File: config.mk
export PLATFORM = sky130hd
export DESIGN_NAME = disp_page_ctrl
export DESIGN_NICKNAME = d
export VERILOG_FILES = /design/src/rtl/disp_pkg.sv /design/src/rtl/disp_page_ctrl_blink_gen.sv /design/src/rtl/disp_page_ctrl.sv
export SDC_FILE = /design/constraint.sdc
export NUM_CORES = 1
export LEC_CHECK = 0
export BUFFER_PORTS_ARGS = -buffer_cell sky130_fd_sc_hd__buf_2
export CORE_ASPECT_RATIO = 2
export CORE_MARGIN = 5
export CORE_UTILIZATION = 25
export CTS_CLUSTER_SIZE = 24
export DETAILED_ROUTE_END_ITERATION = 10
export GPL_TIMING_DRIVEN = 0
export PLACE_DENSITY = 0.57
export SKIP_LAST_GASP = 1
export SYNTH_ARGS = -nofsm -noshare
export SYNTH_HDL_FRONTEND = slang
export SYNTH_HIERARCHICAL = 1
export SYNTH_SLANG_ARGS = --single-unit
File: constraint.sdc
create_clock -name clk -period 1.85 [get_ports clk]
set_input_delay 0.0925 -clock clk [delete_from_list [all_inputs] [get_ports clk]]
set_output_delay 0.0925 -clock clk [all_outputs]
set_load 0.005 [all_outputs]
File: src/rtl/disp_pkg.sv
// Shared types, index-width helpers and default timing constants for the
// display page controller.
package disp_pkg;

    typedef enum logic [1:0] {
        NORMAL  = 2'd0,
        BROWSE  = 2'd1,
        PREVIEW = 2'd2,
        EDIT    = 2'd3
    } disp_state_e;

    localparam int DEF_NUM_PAGES      = 3;
    localparam int DEF_FIELDS         = 3;
    localparam int DEF_FIELD_W        = 8;
    localparam int DEF_HOME_PAGE      = 0;
    localparam int DEF_PREVIEW_PAGE   = 1;
    localparam int DEF_BLINK_HALF_CYC = 25_000_000;
    localparam int DEF_TIMEOUT_CYC    = 150_000_000;

    // Width of an index selecting one of n items; never narrower than one bit.
    function automatic int idx_w(input int n);
        return (n > 1) ? $clog2(n) : 1;
    endfunction

    // Width of a counter that must hold every value 0..maxval.
    function automatic int cnt_w(input int maxval);
        return (maxval > 0) ? $clog2(maxval + 1) : 1;
    endfunction

endpackage

File: src/rtl/disp_page_ctrl_blink_gen.sv
// Blink phase generator: phase toggles every HALF_CYC enabled cycles and
// restarts in the visible (phase=0) half whenever restart is raised.
module blink_gen
    import disp_pkg::*;
#(
    parameter int HALF_CYC = DEF_BLINK_HALF_CYC
) (
    input  logic clk,
    input  logic rst_n,
    input  logic en,
    input  logic restart,
    output logic phase
);

    localparam int CW = cnt_w(HALF_CYC - 1);
    localparam logic [CW-1:0] CNT_LAST = CW'(HALF_CYC - 1);

    logic [CW-1:0] cnt_q, cnt_d;
    logic          phase_q, phase_d;

    always_comb begin
        cnt_d   = cnt_q;
        phase_d = phase_q;
        if (!en || restart) begin
            cnt_d   = '0;
            phase_d = 1'b0;
        end else if (cnt_q == CNT_LAST) begin
            cnt_d   = '0;
            phase_d = ~phase_q;
        end else begin
            cnt_d = cnt_q + CW'(1);
        end
    end

    always_ff @(posedge clk or negedge rst_n) begin
        if (!rst_n) begin
            cnt_q   <= '0;
            phase_q <= 1'b0;
        end else begin
            cnt_q   <= cnt_d;
            phase_q <= phase_d;
        end
    end

    assign phase = phase_q;

endmodule

File: src/rtl/disp_page_ctrl.sv
// Display page selector for the clock display path: page browsing, timed
// preview, edit-field blink and auto-return to the home page.
module disp_page_ctrl
    import disp_pkg::*;
#(
    parameter int NUM_PAGES      = DEF_NUM_PAGES,
    parameter int FIELDS         = DEF_FIELDS,
    parameter int FIELD_W        = DEF_FIELD_W,
    parameter int HOME_PAGE      = DEF_HOME_PAGE,
    parameter int PREVIEW_PAGE   = DEF_PREVIEW_PAGE,
    parameter int BLINK_HALF_CYC = DEF_BLINK_HALF_CYC,
    parameter int TIMEOUT_CYC    = DEF_TIMEOUT_CYC
) (
    input  logic                                clk,
    input  logic                                rst_n,
    input  logic [NUM_PAGES*FIELDS*FIELD_W-1:0] page_data,
    input  logic                                edit_en,
    input  logic [idx_w(NUM_PAGES)-1:0]         edit_page,
    input  logic [idx_w(FIELDS)-1:0]            edit_field,
    input  logic                                edit_adj,
    input  logic                                preview_req,
    input  logic                                page_next,
    output logic [FIELDS*FIELD_W-1:0]           disp_data,
    output logic [FIELDS-1:0]                   disp_blank,
    output logic [idx_w(NUM_PAGES)-1:0]         cur_page,
    output logic                                preview_active
);

    localparam int PW  = idx_w(NUM_PAGES);
    localparam int FW  = idx_w(FIELDS);
    localparam int PW1 = PW + 1;
    localparam int FW1 = FW + 1;
    localparam int TW  = cnt_w(TIMEOUT_CYC);
    localparam int DW  = FIELDS * FIELD_W;

    localparam logic [PW-1:0] HOME_IDX    = PW'(HOME_PAGE);
    localparam logic [PW-1:0] PREVIEW_IDX = PW'(PREVIEW_PAGE);
    localparam logic [PW-1:0] FIRST_IDX   = PW'((HOME_PAGE + 1) % NUM_PAGES);
    localparam logic [PW-1:0] LAST_IDX    = PW'(NUM_PAGES - 1);
    localparam logic [PW:0]   PAGE_LIMIT  = PW1'(NUM_PAGES);
    localparam logic [FW:0]   FIELD_LIMIT = FW1'(FIELDS);
    localparam logic [TW-1:0] TIMER_LOAD  = TW'(TIMEOUT_CYC);

    disp_state_e   state_q, state_d;
    logic [PW-1:0] page_q, page_d;
    logic [TW-1:0] timer_q, timer_d;

    logic          req_hist_q;
    logic [FW-1:0] field_q;
    logic          adj_q;
    logic [DW-1:0] data_q, data_d;
    logic          active_q;

    logic          preview_rise;
    logic          timer_expired;
    logic [PW-1:0] step_page;
    logic [PW-1:0] edit_page_ok;
    logic          field_valid;
    logic          blink_en;
    logic          blink_restart;
    logic          blink_phase;

    assign preview_rise  = preview_req & ~req_hist_q;
    assign timer_expired = (timer_q <= TW'(1));
    assign step_page     = (page_q >= LAST_IDX) ? '0 : page_q + PW'(1);
    assign edit_page_ok  = ({1'b0, edit_page} < PAGE_LIMIT) ? edit_page : HOME_IDX;
    assign field_valid   = ({1'b0, field_q} < FIELD_LIMIT);

    always_ff @(posedge clk or negedge rst_n) begin
        if (!rst_n) begin
            state_q <= NORMAL;
            page_q  <= HOME_IDX;
            timer_q <= '0;
        end else begin
            state_q <= state_d;
            page_q  <= page_d;
            timer_q <= timer_d;
        end
    end

    // The timer only counts in BROWSE/PREVIEW and is held at zero elsewhere;
    // it leaves for NORMAL on the cycle it would step from 1 to 0.
    always_comb begin
        state_d = state_q;
        page_d  = page_q;
        timer_d = timer_q;
        if (edit_en) begin
            state_d = EDIT;
            page_d  = edit_page_ok;
            timer_d = '0;
        end else begin
            case (state_q)
                EDIT: begin
                    state_d = NORMAL;
                    page_d  = HOME_IDX;
                    timer_d = '0;
                end
                NORMAL: begin
                    if (preview_rise) begin
                        state_d = PREVIEW;
                        page_d  = PREVIEW_IDX;
                        timer_d = TIMER_LOAD;
                    end else if (page_next && (FIRST_IDX != HOME_IDX)) begin
                        state_d = BROWSE;
                        page_d  = FIRST_IDX;
                        timer_d = TIMER_LOAD;
                    end
                end
                BROWSE: begin
                    if (preview_rise) begin
                        state_d = PREVIEW;
                        page_d  = PREVIEW_IDX;
                        timer_d = TIMER_LOAD;
                    end else if (page_next) begin
                        page_d = step_page;
                        if (step_page == HOME_IDX) begin
                            state_d = NORMAL;
                            timer_d = '0;
                        end else begin
                            timer_d = TIMER_LOAD;
                        end
                    end else if (timer_expired) begin
                        state_d = NORMAL;
                        page_d  = HOME_IDX;
                        timer_d = '0;
                    end else begin
                        timer_d = timer_q - TW'(1);
                    end
                end
                PREVIEW: begin
                    if (preview_req) begin
                        timer_d = TIMER_LOAD;
                    end else if (timer_expired) begin
                        state_d = NORMAL;
                        page_d  = HOME_IDX;
                        timer_d = '0;
                    end else begin
                        timer_d = timer_q - TW'(1);
                    end
                end
                default: begin
                    state_d = NORMAL;
                    page_d  = HOME_IDX;
                    timer_d = '0;
                end
            endcase
        end
    end

    // Holding adjust, and the cycle it is released, both restart the blink so
    // the field always begins a full visible half-period when it reappears.
    always_comb begin
        data_d        = page_data[int'(page_q) * DW +: DW];
        blink_en      = (state_d == EDIT);
        blink_restart = (state_q != EDIT) || (edit_field != field_q) || edit_adj || adj_q;
        disp_blank    = '0;
        if ((state_q == EDIT) && !adj_q && field_valid) begin
            for (int f = 0; f < FIELDS; f++) begin
                if (field_q == FW'(f)) begin
                    disp_blank[f] = blink_phase;
                end
            end
        end
    end

    always_ff @(posedge clk or negedge rst_n) begin
        if (!rst_n) begin
            data_q     <= '0;
            active_q   <= 1'b0;
            req_hist_q <= 1'b0;
            field_q    <= '0;
            adj_q      <= 1'b0;
        end else begin
            data_q     <= data_d;
            active_q   <= (state_d == PREVIEW);
            req_hist_q <= preview_req;
            field_q    <= edit_field;
            adj_q      <= edit_adj;
        end
    end

    blink_gen #(
        .HALF_CYC (BLINK_HALF_CYC)
    ) u_blink (
        .clk     (clk),
        .rst_n   (rst_n),
        .en      (blink_en),
        .restart (blink_restart),
        .phase   (blink_phase)
    );

    assign disp_data      = data_q;
    assign cur_page       = page_q;
    assign preview_active = active_q;

endmodule

==> report_table.html, run 1 <==
<table>
<tr><th>Metric</th><th>Value</th></tr>
<tr><th colspan="2">Pwr</th></tr>
<tr><td>Portion of total power attributed to the clock network</td><td>26.1%</td></tr>
<tr><td>Internal cell power</td><td>4.634 mW</td></tr>
<tr><td>Power dissipated by switching net loads</td><td>2.609 mW</td></tr>
<tr><td>Comb pwr share</td><td>40.2%</td></tr>
<tr><td>Worst IR Drop VDD</td><td>0.5296 mV</td></tr>
<tr><td>Pwr per Cell Area</td><td>998.3 mW/mm^2</td></tr>
<tr><td>Share of total power in sequential cells</td><td>33.8%</td></tr>
<tr><td>Tot Pwr</td><td>7.244 mW</td></tr>
<tr><td>Static leakage</td><td>3.093 nW</td></tr>
<tr><td>Switching share of power</td><td>36.02%</td></tr>
<tr><th colspan="2">Floorplanning</th></tr>
<tr><td>Number of I/O pins</td><td>112</td></tr>
<tr><td>Die boundary width</td><td>106.7 microns</td></tr>
<tr><td>Core Area</td><td>0.01839 sq mm</td></tr>
<tr><td>Die Y-Extent</td><td>203.4 microns</td></tr>
<tr><td>Number of rows in the core area</td><td>70</td></tr>
<tr><td>Initial standard-cell utilization of the core</td><td>25.41%</td></tr>
<tr><td>Die area</td><td>0.02170 sq mm</td></tr>
<tr><th colspan="2">STA</th></tr>
<tr><td>Final clock period utilization by the worst path</td><td>111.9%</td></tr>
<tr><td>Final setup viols</td><td>38</td></tr>
<tr><td>Actual transition at the worst max-transition pin</td><td>0.5854 ns</td></tr>
<tr><td>RSZ-0062 raised after global routing</td><td>true</td></tr>
<tr><td>Worst hold margin</td><td>0.03522 ns</td></tr>
<tr><td>Max_slew headroom</td><td>60.64%</td></tr>
<tr><td>PnR worst setup slack</td><td>-0.2210 ns</td></tr>
<tr><td>Pins over their slew limit</td><td>0</td></tr>
<tr><td>Final setup skew</td><td>0.01098 ns</td></tr>
<tr><td>Peak clock frequency supported by timing</td><td>482.8 MHz</td></tr>
<tr><td>Post-layout minimum cycle time</td><td>2.071 ns</td></tr>
<tr><td>Hold Violations, Final</td><td>0</td></tr>
<tr><th colspan="2">Routing</th></tr>
<tr><td>First-pass detailed-route iteration total</td><td>4</td></tr>
<tr><td>Residual DRC</td><td>0</td></tr>
<tr><td>ANT nets after route</td><td>0</td></tr>
<tr><td>Total Wirelength</td><td>15550 microns</td></tr>
<tr><td>Ratio of routed vias to standard cells</td><td>5.135</td></tr>
<tr><td>Iteration-0 DRC Markers</td><td>169</td></tr>
<tr><td>WL/cell</td><td>16.71 microns</td></tr>
<tr><td>Vias after detailed routing</td><td>4781</td></tr>
<tr><th colspan="2">Place</th></tr>
<tr><td>Post-DP Area</td><td>0.005563 sq mm</td></tr>
<tr><td>HPWL Detailed</td><td>10520 microns</td></tr>
<tr><td>Routability-driven placement congestion ratio</td><td>0.8725</td></tr>
<tr><td>Port Buffers</td><td>110</td></tr>
<tr><td>Number of placed instances, taps included</td><td>824</td></tr>
<tr><th colspan="2">Global routing</th></tr>
<tr><td>Pin count of the biggest net entering global routing</td><td>67</td></tr>
<tr><td>Vias in the first global route</td><td>4948</td></tr>
<tr><td>Combined global-route utilization of all metal layers</td><td>14.09%</td></tr>
<tr><td>Antenna violations before repair</td><td>0</td></tr>
<tr><td>Global-route wire length before repair</td><td>24440 microns</td></tr>
<tr><td>Leftover overflow at the end of global routing</td><td>0</td></tr>
<tr><th colspan="2">Setup path</th></tr>
<tr><td>Slowest cell on the critical path</td><td>or4_4</td></tr>
<tr><td>Data required time of the worst path</td><td>2.11 ns</td></tr>
<tr><td>List of cells traversed by the critical path</td><td>buf_6, ha_2, o21ba_4, nand4_1, buf_4, buf_4, nor2_4, or4_4, o211ai_1</td></tr>
<tr><td>Top fanout value on the critical path</td><td>5</td></tr>
<tr><td>Kind of cell adding the most delay to the critical path</td><td>simple AND/OR/NAND/NOR gates</td></tr>
<tr><td>Library cell appearing most often on the critical path</td><td>buf_4</td></tr>
<tr><td>Critical Path End Type</td><td>flop</td></tr>
<tr><td>Critical Path Start Type</td><td>flop</td></tr>
<tr><td>WP data arrival</td><td>2.33 ns</td></tr>
<tr><td>Setup Crit Path Kind</td><td>reg2reg</td></tr>
<tr><td>Sum of buffers and inverters on the critical path</td><td>3</td></tr>
<tr><td>Crit path largest cell delay</td><td>0.51 ns</td></tr>
<tr><th colspan="2">Layout</th></tr>
<tr><td>Leading cell types in the layout, fill and taps excluded</td><td>110 x buf_2, 77 x dfrtp_1, 56 x buf_4</td></tr>
<tr><td>Share of post-route cells with drive strength above 1</td><td>43.64%</td></tr>
<tr><td>Leading cell type in the layout, fill and taps excluded</td><td>buf_2</td></tr>
<tr><td>NumNets Final</td><td>795</td></tr>
<tr><td>Footprint of the multi-input gates</td><td>0.002818 sq mm</td></tr>
<tr><td>Diodes inserted</td><td>0</td></tr>
<tr><td>Design Area, Final</td><td>0.007256 sq mm</td></tr>
<tr><td>Util after Layout</td><td>39.45%</td></tr>
<tr><td>Area growth, synth to finish</td><td>55.22%</td></tr>
<tr><td>Post-route non-filler standard cell count</td><td>931</td></tr>
<tr><td>Storage cell area</td><td>0.002190 sq mm</td></tr>
<tr><td>Number of fillers in the final layout</td><td>1806</td></tr>
<tr><th colspan="2">Synth</th></tr>
<tr><td>Fraction of the yosys area taken by sequential cells</td><td>46.57%</td></tr>
<tr><td>Number of distinct library cells after synthesis</td><td>62</td></tr>
<tr><td>Total of warnings raised by yosys</td><td>6</td></tr>
<tr><td>Primary flip-flop cell chosen by synthesis mapping</td><td>dfrtp_1</td></tr>
<tr><td>Net Count, Synth</td><td>582</td></tr>
<tr><td>Number of enable flip-flop cells after synthesis</td><td>0</td></tr>
<tr><td>Register bit count reported by yosys</td><td>87</td></tr>
<tr><td>Cells after Synth</td><td>497</td></tr>
<tr><td>Mapped Area</td><td>0.004674 sq mm</td></tr>
<tr><td>Per-instance average area after synthesis</td><td>9.405 sq um</td></tr>
<tr><td>Ys async rst share</td><td>100.0%</td></tr>
<tr><th colspan="2">Clock network</th></tr>
<tr><td>CTS buffer count</td><td>9</td></tr>
<tr><td>Clk Latency, worst-skew pair</td><td>0.35 ns</td></tr>
<tr><td>Clock Pin Slew Worst Setup and Hold Paths</td><td>0.07 ns</td></tr>
<tr><td>TritonCTS clock tree</td><td>yes</td></tr>
<tr><td>Number of buffers between clock root and the deepest sink</td><td>2</td></tr>
<tr><td>Root Buffer</td><td>clkbuf_16</td></tr>
<tr><td>H-Tree Depth</td><td>3</td></tr>
<tr><td>Sinks on Clock Net</td><td>87</td></tr>
<tr><th colspan="2">Run status</th></tr>
<tr><td>Violated checks</td><td>setup timing</td></tr>
<tr><td>Status</td><td>complete, but fails checks</td></tr>
<tr><th colspan="2">Worst hold path</th></tr>
<tr><td>Type of the tightest min-delay check</td><td>in2reg</td></tr>
<tr><th colspan="2">Flow run</th></tr>
<tr><td>Number of maximum-capacitance violations</td><td>0</td></tr>
</table>
[through the flow]
| step | setup TNS (ns) | worst slack [ns] |
|---|---|---|
| after global placement | -39.22 | -0.6000 |
| after CTS | -2.152 | -0.2039 |
| after global routing | -7.376 | -0.3011 |
| final | -3.739 | -0.2210 |
| after detailed placement | -21.56 | -0.6518 |
| after floorplan | -0.4618 | -0.1281 |
[tightest hold or removal path, stage by stage]
cell	delay, ns
buf_2	0.07
mux2i_1	0.05
o21ai_0	0.13
[registers in the layout, summed over array words and instances, names as in the netlist]
register	count
timer_q	28
cur_page	2
u_blink/phase	1
state_q	2
field_q	2
adj_q	1
disp_data	24
preview_active	1
req_hist_q	1
u_blink/cnt_q	25
[logic make-up after synthesis]
group / after synthesis / synth area share, %
compound gates: 132 / 17.85
xor+xnor: 16 / 2.998
fa+ha+maj: 3 / 0.8031
buf+inv: 41 / 3.667
flops: 87 / 46.57
mux: 25 / 5.353
simple gates: 193 / 22.75
[cell usage after synthesis (all sizes together), types with 11 or more instances]
cell	count	area share [%]
nand3	14	1.9
inv	14	1.1
nor2	34	2.7
nand2	59	4.7
o31ai	11	1.8
mux2i	25	5.4
o21ai	42	4.5
a31oi	12	1.6
nor3	12	1.3
or4	15	2.8
clkbuf	18	1.4
nor4	11	1.9
dfrtp	87	47
a21oi	26	2.8
or3	12	1.7
[cell type report]
type	instances	share of cell area, %
buffer	22	2.466
multi-input combinational	369	38.83
clock inverter	7	1.069
tap	216	3.725
timing repair buffer	207	19.90
inverter	14	0.7243
clock buffer	9	3.104
sequential	87	30.18
[metal layers]
metal | vias up | wire length, microns | track usage (%)
li1 | 2265 | - | -
met1 | 2328 | 5713 | 13.96
met2 | 154 | 8512 | 26.87
met3 | 34 | 773 | 2.946
met4 | 0 | 554 | 7.270
met5 | - | 0 | 0
[power by group through the flow]
stage | clock network [mW] | registers (mW) | logic, mW
after global placement | 0 | 2.38 | 1.80
after global routing | 2.01 | 2.48 | 3.13
after detailed placement | 0 | 2.38 | 1.81
final | 1.89 | 2.45 | 2.91
after floorplan | 0 | 2.35 | 1.16
after CTS | 1.93 | 2.41 | 2.49
[path summary, 6_finish.rpt]
kind / from / endpoint / slack [ns] / cells after the start
worst max-delay path: timer_q[0] / timer_q[12] / -0.22 / 9
worst min register to register: u_blink/cnt_q[0] / u_blink/cnt_q[0] / 0.49 / 1
min in group asynchronous: rst_n / u_blink/cnt_q[18] / 0.19 / 2
max in group asynchronous: rst_n / timer_q[20] / 0.99 / 3
worst max register to register: timer_q[0] / timer_q[12] / -0.22 / 9
worst min-delay path: page_data[7] / disp_data[7] / 0.04 / 3
[what timing repair did]
action,CTS,global route
pin swaps,42,43
endpoints found under the setup margin,78,69
hold buffers,29,0
cloned,0,2
hold endpoints to repair,49,0
setup buffers,43,22
resized for setup,79,77
Power figures use the tool's default switching activity.
==> inputs of run 2 (changes only) <==
Settings changed: HOLD_SLACK_MARGIN from default to 0.02, SKIP_CTS_REPAIR_TIMING from default to 1.
==> run 2 against run 1 <==
  * Critical path depth unchanged
  * Register-to-register slack worse by 0.02 ns
  * Clock skew about the same
  * Cell count down 2.1%
  * Combinational power down 7.6%
  * The run still ends with setup timing left
  * Via count down 2.9%
==> report_table.html, run 2 (same netlist as run 1, synthesis figures left out) <==
<table>
<tr><th>Metric</th><th>Value</th></tr>
<tr><th colspan="2">Run status</th></tr>
<tr><td>Status</td><td>complete, but fails checks</td></tr>
<tr><td>Violated checks</td><td>setup timing</td></tr>
<tr><th colspan="2">Pwr</th></tr>
<tr><td>Share of total power in sequential cells</td><td>34.8%</td></tr>
<tr><td>Portion of total power attributed to the clock network</td><td>26.9%</td></tr>
<tr><td>Static leakage</td><td>2.981 nW</td></tr>
<tr><td>Power dissipated by switching net loads</td><td>2.518 mW</td></tr>
<tr><td>Tot Pwr</td><td>7.017 mW</td></tr>
<tr><td>Pwr per Cell Area</td><td>997.8 mW/mm^2</td></tr>
<tr><td>Worst IR Drop VDD</td><td>0.5352 mV</td></tr>
<tr><td>Internal cell power</td><td>4.499 mW</td></tr>
<tr><td>Switching share of power</td><td>35.89%</td></tr>
<tr><td>Comb pwr share</td><td>38.3%</td></tr>
<tr><th colspan="2">Place</th></tr>
<tr><td>Number of placed instances, taps included</td><td>824</td></tr>
<tr><td>Port Buffers</td><td>110</td></tr>
<tr><td>HPWL Detailed</td><td>10520 microns</td></tr>
<tr><td>Routability-driven placement congestion ratio</td><td>0.8725</td></tr>
<tr><th colspan="2">Clock network</th></tr>
<tr><td>Number of buffers between clock root and the deepest sink</td><td>2</td></tr>
<tr><td>Root Buffer</td><td>clkbuf_16</td></tr>
<tr><td>Sinks on Clock Net</td><td>87</td></tr>
<tr><td>Clk Latency, worst-skew pair</td><td>0.35 ns</td></tr>
<tr><td>CTS buffer count</td><td>9</td></tr>
<tr><td>Clock Pin Slew Worst Setup and Hold Paths</td><td>0.07 ns</td></tr>
<tr><td>H-Tree Depth</td><td>3</td></tr>
<tr><td>TritonCTS clock tree</td><td>yes</td></tr>
<tr><th colspan="2">Layout</th></tr>
<tr><td>Post-route non-filler standard cell count</td><td>911</td></tr>
<tr><td>Diodes inserted</td><td>0</td></tr>
<tr><td>Leading cell type in the layout, fill and taps excluded</td><td>buf_2</td></tr>
<tr><td>NumNets Final</td><td>775</td></tr>
<tr><td>Number of flip-flops under the largest register name</td><td>28</td></tr>
<tr><td>Register bank with the most flops</td><td>timer_q</td></tr>
<tr><td>Util after Layout</td><td>38.24%</td></tr>
<tr><td>Share of post-route cells with drive strength above 1</td><td>40.43%</td></tr>
<tr><td>Area growth, synth to finish</td><td>50.46%</td></tr>
<tr><td>Leading cell types in the layout, fill and taps excluded</td><td>110 x buf_2, 81 x dfrtp_1, 55 x nand2_1</td></tr>
<tr><th colspan="2">STA</th></tr>
<tr><td>Final setup viols</td><td>46</td></tr>
<tr><td>RSZ-0062 raised after global routing</td><td>true</td></tr>
<tr><td>Peak clock frequency supported by timing</td><td>477.9 MHz</td></tr>
<tr><td>Post-layout minimum cycle time</td><td>2.092 ns</td></tr>
<tr><td>Setup TNS</td><td>-4.203 ns</td></tr>
<tr><td>Max_slew headroom</td><td>67.99%</td></tr>
<tr><td>Pins over their slew limit</td><td>0</td></tr>
<tr><td>Final clock period utilization by the worst path</td><td>113.1%</td></tr>
<tr><td>Hold Violations, Final</td><td>0</td></tr>
<tr><td>Actual transition at the worst max-transition pin</td><td>0.4801 ns</td></tr>
<tr><td>PnR worst setup slack</td><td>-0.2424 ns</td></tr>
<tr><td>Final setup skew</td><td>0.01142 ns</td></tr>
<tr><th colspan="2">Flow run</th></tr>
<tr><td>Number of maximum-capacitance violations</td><td>0</td></tr>
<tr><th colspan="2">Setup path</th></tr>
<tr><td>Critical Path Start Type</td><td>flop</td></tr>
<tr><td>WP data arrival</td><td>2.33 ns</td></tr>
<tr><td>Critical Path End Type</td><td>flop</td></tr>
<tr><td>Setup Crit Path Kind</td><td>reg2reg</td></tr>
<tr><td>Data required time of the worst path</td><td>2.09 ns</td></tr>
<tr><td>Top fanout value on the critical path</td><td>7</td></tr>
<tr><th colspan="2">Worst hold path</th></tr>
<tr><td>Type of the tightest min-delay check</td><td>in2reg</td></tr>
<tr><th colspan="2">Floorplanning</th></tr>
<tr><td>Initial standard-cell utilization of the core</td><td>25.41%</td></tr>
<tr><td>Die boundary width</td><td>106.7 microns</td></tr>
<tr><td>Die Y-Extent</td><td>203.4 microns</td></tr>
<tr><td>Core Area</td><td>0.01839 sq mm</td></tr>
<tr><td>Number of rows in the core area</td><td>70</td></tr>
<tr><td>Number of I/O pins</td><td>112</td></tr>
<tr><td>Die area</td><td>0.02170 sq mm</td></tr>
<tr><th colspan="2">Routing</th></tr>
<tr><td>Iteration-0 DRC Markers</td><td>194</td></tr>
<tr><td>First-pass detailed-route iteration total</td><td>4</td></tr>
<tr><td>ANT nets after route</td><td>0</td></tr>
<tr><td>Ratio of routed vias to standard cells</td><td>5.094</td></tr>
<tr><td>Residual DRC</td><td>0</td></tr>
<tr><td>WL/cell</td><td>16.39 microns</td></tr>
<tr><td>Vias after detailed routing</td><td>4641</td></tr>
<tr><td>Total Wirelength</td><td>14930 microns</td></tr>
<tr><th colspan="2">Global routing</th></tr>
<tr><td>Leftover overflow at the end of global routing</td><td>0</td></tr>
<tr><td>Combined global-route utilization of all metal layers</td><td>12.92%</td></tr>
<tr><td>Vias in the first global route</td><td>4448</td></tr>
<tr><td>Antenna violations before repair</td><td>0</td></tr>
<tr><td>Global-route wire length before repair</td><td>22250 microns</td></tr>
<tr><td>Pin count of the biggest net entering global routing</td><td>67</td></tr>
</table>
[run 2: final cells by class]
cell class | count | area [sq um]
multi-input combinational | 369 | 2723
fill | 1814 | 11360
clock buffer | 9 | 225.2
sequential | 87 | 2185
inverter | 14 | 52.55
clock inverter | 7 | 77.57
timing repair buffer | 186 | 1321
buffer | 23 | 178.9
tap | 216 | 270.3
[run 2: through the flow]
step	worst slack, ns	hold WS (ns)	instance area [sq um]
4_1_cts	-0.6561	-0.3519	5866
3_5_place_dp	-0.6518	0.02316	5563
5_1_grt	-0.3083	0.05197	7033
2_1_floorplan	-0.1281	-0.2031	4712
3_3_place_gp	-0.6000	0.2259	5533
6_report	-0.2424	0.03664	7033
[run 2: worst paths after layout]
check	start	end	slack [ns]	cells after the start
worst max-delay path	timer_q[2]	timer_q[25]	-0.24	9
worst min-delay path	page_data[15]	disp_data[15]	0.04	3
worst max register to register	timer_q[2]	timer_q[25]	-0.24	9
worst min register to register	timer_q[18]	timer_q[18]	0.53	1
max in group asynchronous	rst_n	timer_q[14]	0.99	3
min in group asynchronous	rst_n	u_blink/cnt_q[18]	0.19	2
[run 2: routing by layer]
metal | GRT usage (%) | share of wire [%] | wire length [microns] | vias up
li1 | - | - | - | 2229
met1 | 13.24 | 36 | 5413 | 2254
met2 | 24.41 | 56 | 8312 | 133
met3 | 2.629 | 5.4 | 799 | 25
met4 | 6.173 | 2.7 | 408 | 0
met5 | 0 | 0 | 0 | -
[run 2: critical path, cell delays in order (launching register included)]
cell      delay [ns]
dfrtp_2         0.44
nor4_4          0.28
buf_6           0.17
buf_6           0.10
nand4_1         0.16
o211ai_1        0.24
buf_4           0.20
buf_6           0.13
o21ai_2         0.05
a22o_1          0.21
[run 2: power by group through the flow]
stage               clock network [mW]  logic, mW  registers [mW]
CTS                               1.93       1.81            2.35
global placement                     0       1.80            2.38
global route                      2.01       2.89            2.48
floorplan                            0       1.16            2.35
detailed placement                   0       1.81            2.38
finish                            1.89       2.69            2.44
==> inputs of run 3 (changes only) <==
Settings changed: PLACE_DENSITY 0.57 to 0.55.
Clock period 1.85 ns to 1.95 ns, I/O delays scaled along.
==> run 3 against run 2 <==
  * The run still ends with setup timing left
  * Sequential power is 5% lower
  * Die area is the same
  * First-iteration DRC count up 27%
  * Critical endpoint is now timer_q[26]
  * Setup slack improved by 0.080 ns
  * Worst hold slack got worse by 0.016 ns
  * Core utilization fell by 1.8 points
  * Largest cell class unchanged
  * Via count fell by 0.69%
==> report_table.html, run 3 (same netlist as run 1, synthesis figures left out) <==
<table>
<tr><th>Metric</th><th>Value</th></tr>
<tr><th colspan="2">Run status</th></tr>
<tr><td>Status</td><td>complete, but fails checks</td></tr>
<tr><td>Violated checks</td><td>setup timing</td></tr>
<tr><th colspan="2">Setup path</th></tr>
<tr><td>Slowest cell on the critical path</td><td>or4_4</td></tr>
<tr><td>WP data arrival</td><td>2.34 ns</td></tr>
<tr><td>Data required time of the worst path</td><td>2.18 ns</td></tr>
<tr><td>R2r setup slk</td><td>-0.16 ns</td></tr>
<tr><td>Critical Path End Type</td><td>flop</td></tr>
<tr><td>Critical Path Start Type</td><td>flop</td></tr>
<tr><td>Library cell appearing most often on the critical path</td><td>or4_4</td></tr>
<tr><td>Top fanout value on the critical path</td><td>6</td></tr>
<tr><td>List of cells traversed by the critical path</td><td>or4_4, or4_4, nor3_2, o21ai_1, a22o_1</td></tr>
<tr><td>Crit path largest cell delay</td><td>0.60 ns</td></tr>
<tr><td>Setup Crit Path Kind</td><td>reg2reg</td></tr>
<tr><th colspan="2">STA</th></tr>
<tr><td>Pins over their slew limit</td><td>0</td></tr>
<tr><td>Final setup viols</td><td>16</td></tr>
<tr><td>Final clock period utilization by the worst path</td><td>108.3%</td></tr>
<tr><td>PnR worst setup slack</td><td>-0.1619 ns</td></tr>
<tr><td>Post-layout minimum cycle time</td><td>2.112 ns</td></tr>
<tr><td>Max_slew headroom</td><td>55.19%</td></tr>
<tr><td>Final setup skew</td><td>0.006537 ns</td></tr>
<tr><td>RSZ-0062 raised after global routing</td><td>true</td></tr>
<tr><td>Peak clock frequency supported by timing</td><td>473.5 MHz</td></tr>
<tr><td>Hold Violations, Final</td><td>0</td></tr>
<tr><td>Actual transition at the worst max-transition pin</td><td>0.6722 ns</td></tr>
<tr><th colspan="2">Flow run</th></tr>
<tr><td>Number of maximum-capacitance violations</td><td>0</td></tr>
<tr><th colspan="2">Clock network</th></tr>
<tr><td>CTS buffer count</td><td>9</td></tr>
<tr><td>Number of buffers between clock root and the deepest sink</td><td>2</td></tr>
<tr><td>Clk Latency, worst-skew pair</td><td>0.34 ns</td></tr>
<tr><td>Sinks on Clock Net</td><td>87</td></tr>
<tr><td>TritonCTS clock tree</td><td>yes</td></tr>
<tr><td>Root Buffer</td><td>clkbuf_16</td></tr>
<tr><td>H-Tree Depth</td><td>3</td></tr>
<tr><td>Clock Pin Slew Worst Setup and Hold Paths</td><td>0.06 ns</td></tr>
<tr><th colspan="2">Floorplanning</th></tr>
<tr><td>Initial standard-cell utilization of the core</td><td>25.41%</td></tr>
<tr><td>Die boundary width</td><td>106.7 microns</td></tr>
<tr><td>Number of I/O pins</td><td>112</td></tr>
<tr><td>Core Area</td><td>0.01839 sq mm</td></tr>
<tr><td>Die Y-Extent</td><td>203.4 microns</td></tr>
<tr><td>Die area</td><td>0.02170 sq mm</td></tr>
<tr><td>Number of rows in the core area</td><td>70</td></tr>
<tr><th colspan="2">Routing</th></tr>
<tr><td>ANT nets after route</td><td>0</td></tr>
<tr><td>First-pass detailed-route iteration total</td><td>4</td></tr>
<tr><td>Total Wirelength</td><td>14870 microns</td></tr>
<tr><td>Iteration-0 DRC Markers</td><td>247</td></tr>
<tr><td>Residual DRC</td><td>0</td></tr>
<tr><td>Vias after detailed routing</td><td>4609</td></tr>
<tr><td>WL/cell</td><td>16.41 microns</td></tr>
<tr><td>Ratio of routed vias to standard cells</td><td>5.087</td></tr>
<tr><th colspan="2">Pwr</th></tr>
<tr><td>Worst IR Drop VDD</td><td>0.4945 mV</td></tr>
<tr><td>Pwr per Cell Area</td><td>920.5 mW/mm^2</td></tr>
<tr><td>Tot Pwr</td><td>6.175 mW</td></tr>
<tr><td>Static leakage</td><td>2.855 nW</td></tr>
<tr><th colspan="2">Place</th></tr>
<tr><td>Place WS</td><td>-0.5207 ns</td></tr>
<tr><td>HPWL Detailed</td><td>10720 microns</td></tr>
<tr><td>Routability-driven placement congestion ratio</td><td>0.8089</td></tr>
<tr><td>Port Buffers</td><td>110</td></tr>
<tr><th colspan="2">Global routing</th></tr>
<tr><td>Busiest metal layer after global routing</td><td>met2</td></tr>
<tr><td>Leftover overflow at the end of global routing</td><td>0</td></tr>
<tr><td>Combined global-route utilization of all metal layers</td><td>13.10%</td></tr>
<tr><td>Met3 usage in global routing</td><td>2.787%</td></tr>
<tr><td>GR Util met2</td><td>24.35%</td></tr>
<tr><td>Pin count of the biggest net entering global routing</td><td>48</td></tr>
<tr><td>Global-route wire length before repair</td><td>22500 microns</td></tr>
<tr><td>GR met1 Demand/Resource</td><td>13.52%</td></tr>
<tr><td>Vias in the first global route</td><td>4465</td></tr>
<tr><td>Antenna violations before repair</td><td>0</td></tr>
<tr><th colspan="2">Layout</th></tr>
<tr><td>Leading cell type in the layout, fill and taps excluded</td><td>buf_2</td></tr>
<tr><td>Share of post-route cells with drive strength above 1</td><td>36.96%</td></tr>
<tr><td>Number of fillers in the final layout</td><td>1880</td></tr>
<tr><td>Footprint of the multi-input gates</td><td>0.002561 sq mm</td></tr>
<tr><td>Diodes inserted</td><td>0</td></tr>
<tr><td>Number of flip-flops under the largest register name</td><td>28</td></tr>
<tr><td>Area growth, synth to finish</td><td>43.52%</td></tr>
<tr><td>Register bank with the most flops</td><td>timer_q</td></tr>
<tr><td>Storage cell area</td><td>0.002193 sq mm</td></tr>
<tr><td>Leading cell types in the layout, fill and taps excluded</td><td>111 x buf_2, 74 x dfrtp_1, 57 x nand2_1</td></tr>
<tr><td>NumNets Final</td><td>770</td></tr>
<tr><th colspan="2">Worst hold path</th></tr>
<tr><td>Type of the tightest min-delay check</td><td>in2reg</td></tr>
</table>
-- run 3: cell types whose count changed in the layout (fill, tap and decap cells not counted), sizes merged --
cell and delta:
dlygate4sd3 -1, clkbuf +3, clkinv +1, buf -4
inv -4
-- run 3: worst max-delay path: cells and delay by family, from the launching register on --
family / cells / cell delay (ns)
compound gates: 2 / 0.32
flops: 1 / 0.46
simple gates: 3 / 1.21
-- run 3: layout make-up --
class,count,area share (%)
plain buffers,23,2.313
flip-flops and latches,87,32.69
inverters,14,0.7833
clock inverters,4,0.8206
multi-input cells,369,38.18
clock buffers,12,3.674
well taps,216,4.028
repair buffers,181,17.51
-- run 3: per-stage QoR --
step / cell area (sq um) / utilization [%] / TNS [ns] / hold slack [ns] / std cells
after floorplan: 4676 / - / -0.06362 / -0.1981 / 497
after global placement: 5497 / 29.88 / -37.25 / 0.2300 / 823
after detailed placement: 5519 / 30.01 / -25.29 / 0.1678 / 824
after CTS: 5821 / 31.65 / -26.34 / -0.2054 / 840
after global routing: 6709 / 36.48 / -3.211 / 0.02365 / 906
final: 6709 / 36.48 / -1.410 / 0.02111 / 906
-- run 3: worst paths after layout --
kind / start / to / depth (start not counted)
max in group asynchronous: rst_n / u_blink/cnt_q[3] / 3
worst min-delay path: page_data[65] / disp_data[17] / 3
min in group asynchronous: rst_n / disp_data[22] / 2
worst max-delay path: timer_q[20] / timer_q[26] / 5
worst min register to register: u_blink/cnt_q[0] / u_blink/cnt_q[0] / 1
worst max register to register: timer_q[20] / timer_q[26] / 5
-- run 3: report_power, final --
part	internal (mW)	switching [mW]	leakage, nW
Combinational	0.979	1.12	1.60
Clock	1.03	0.717	0.143
Sequential	2.03	0.290	1.11
-- run 3: per-layer routing --
metal  part of all wire, %  wire length (microns)
met5                     0                      0
met4                   3.6                    534
met3                   4.5                    671
met2                    54                   8079
met1                    38                   5582
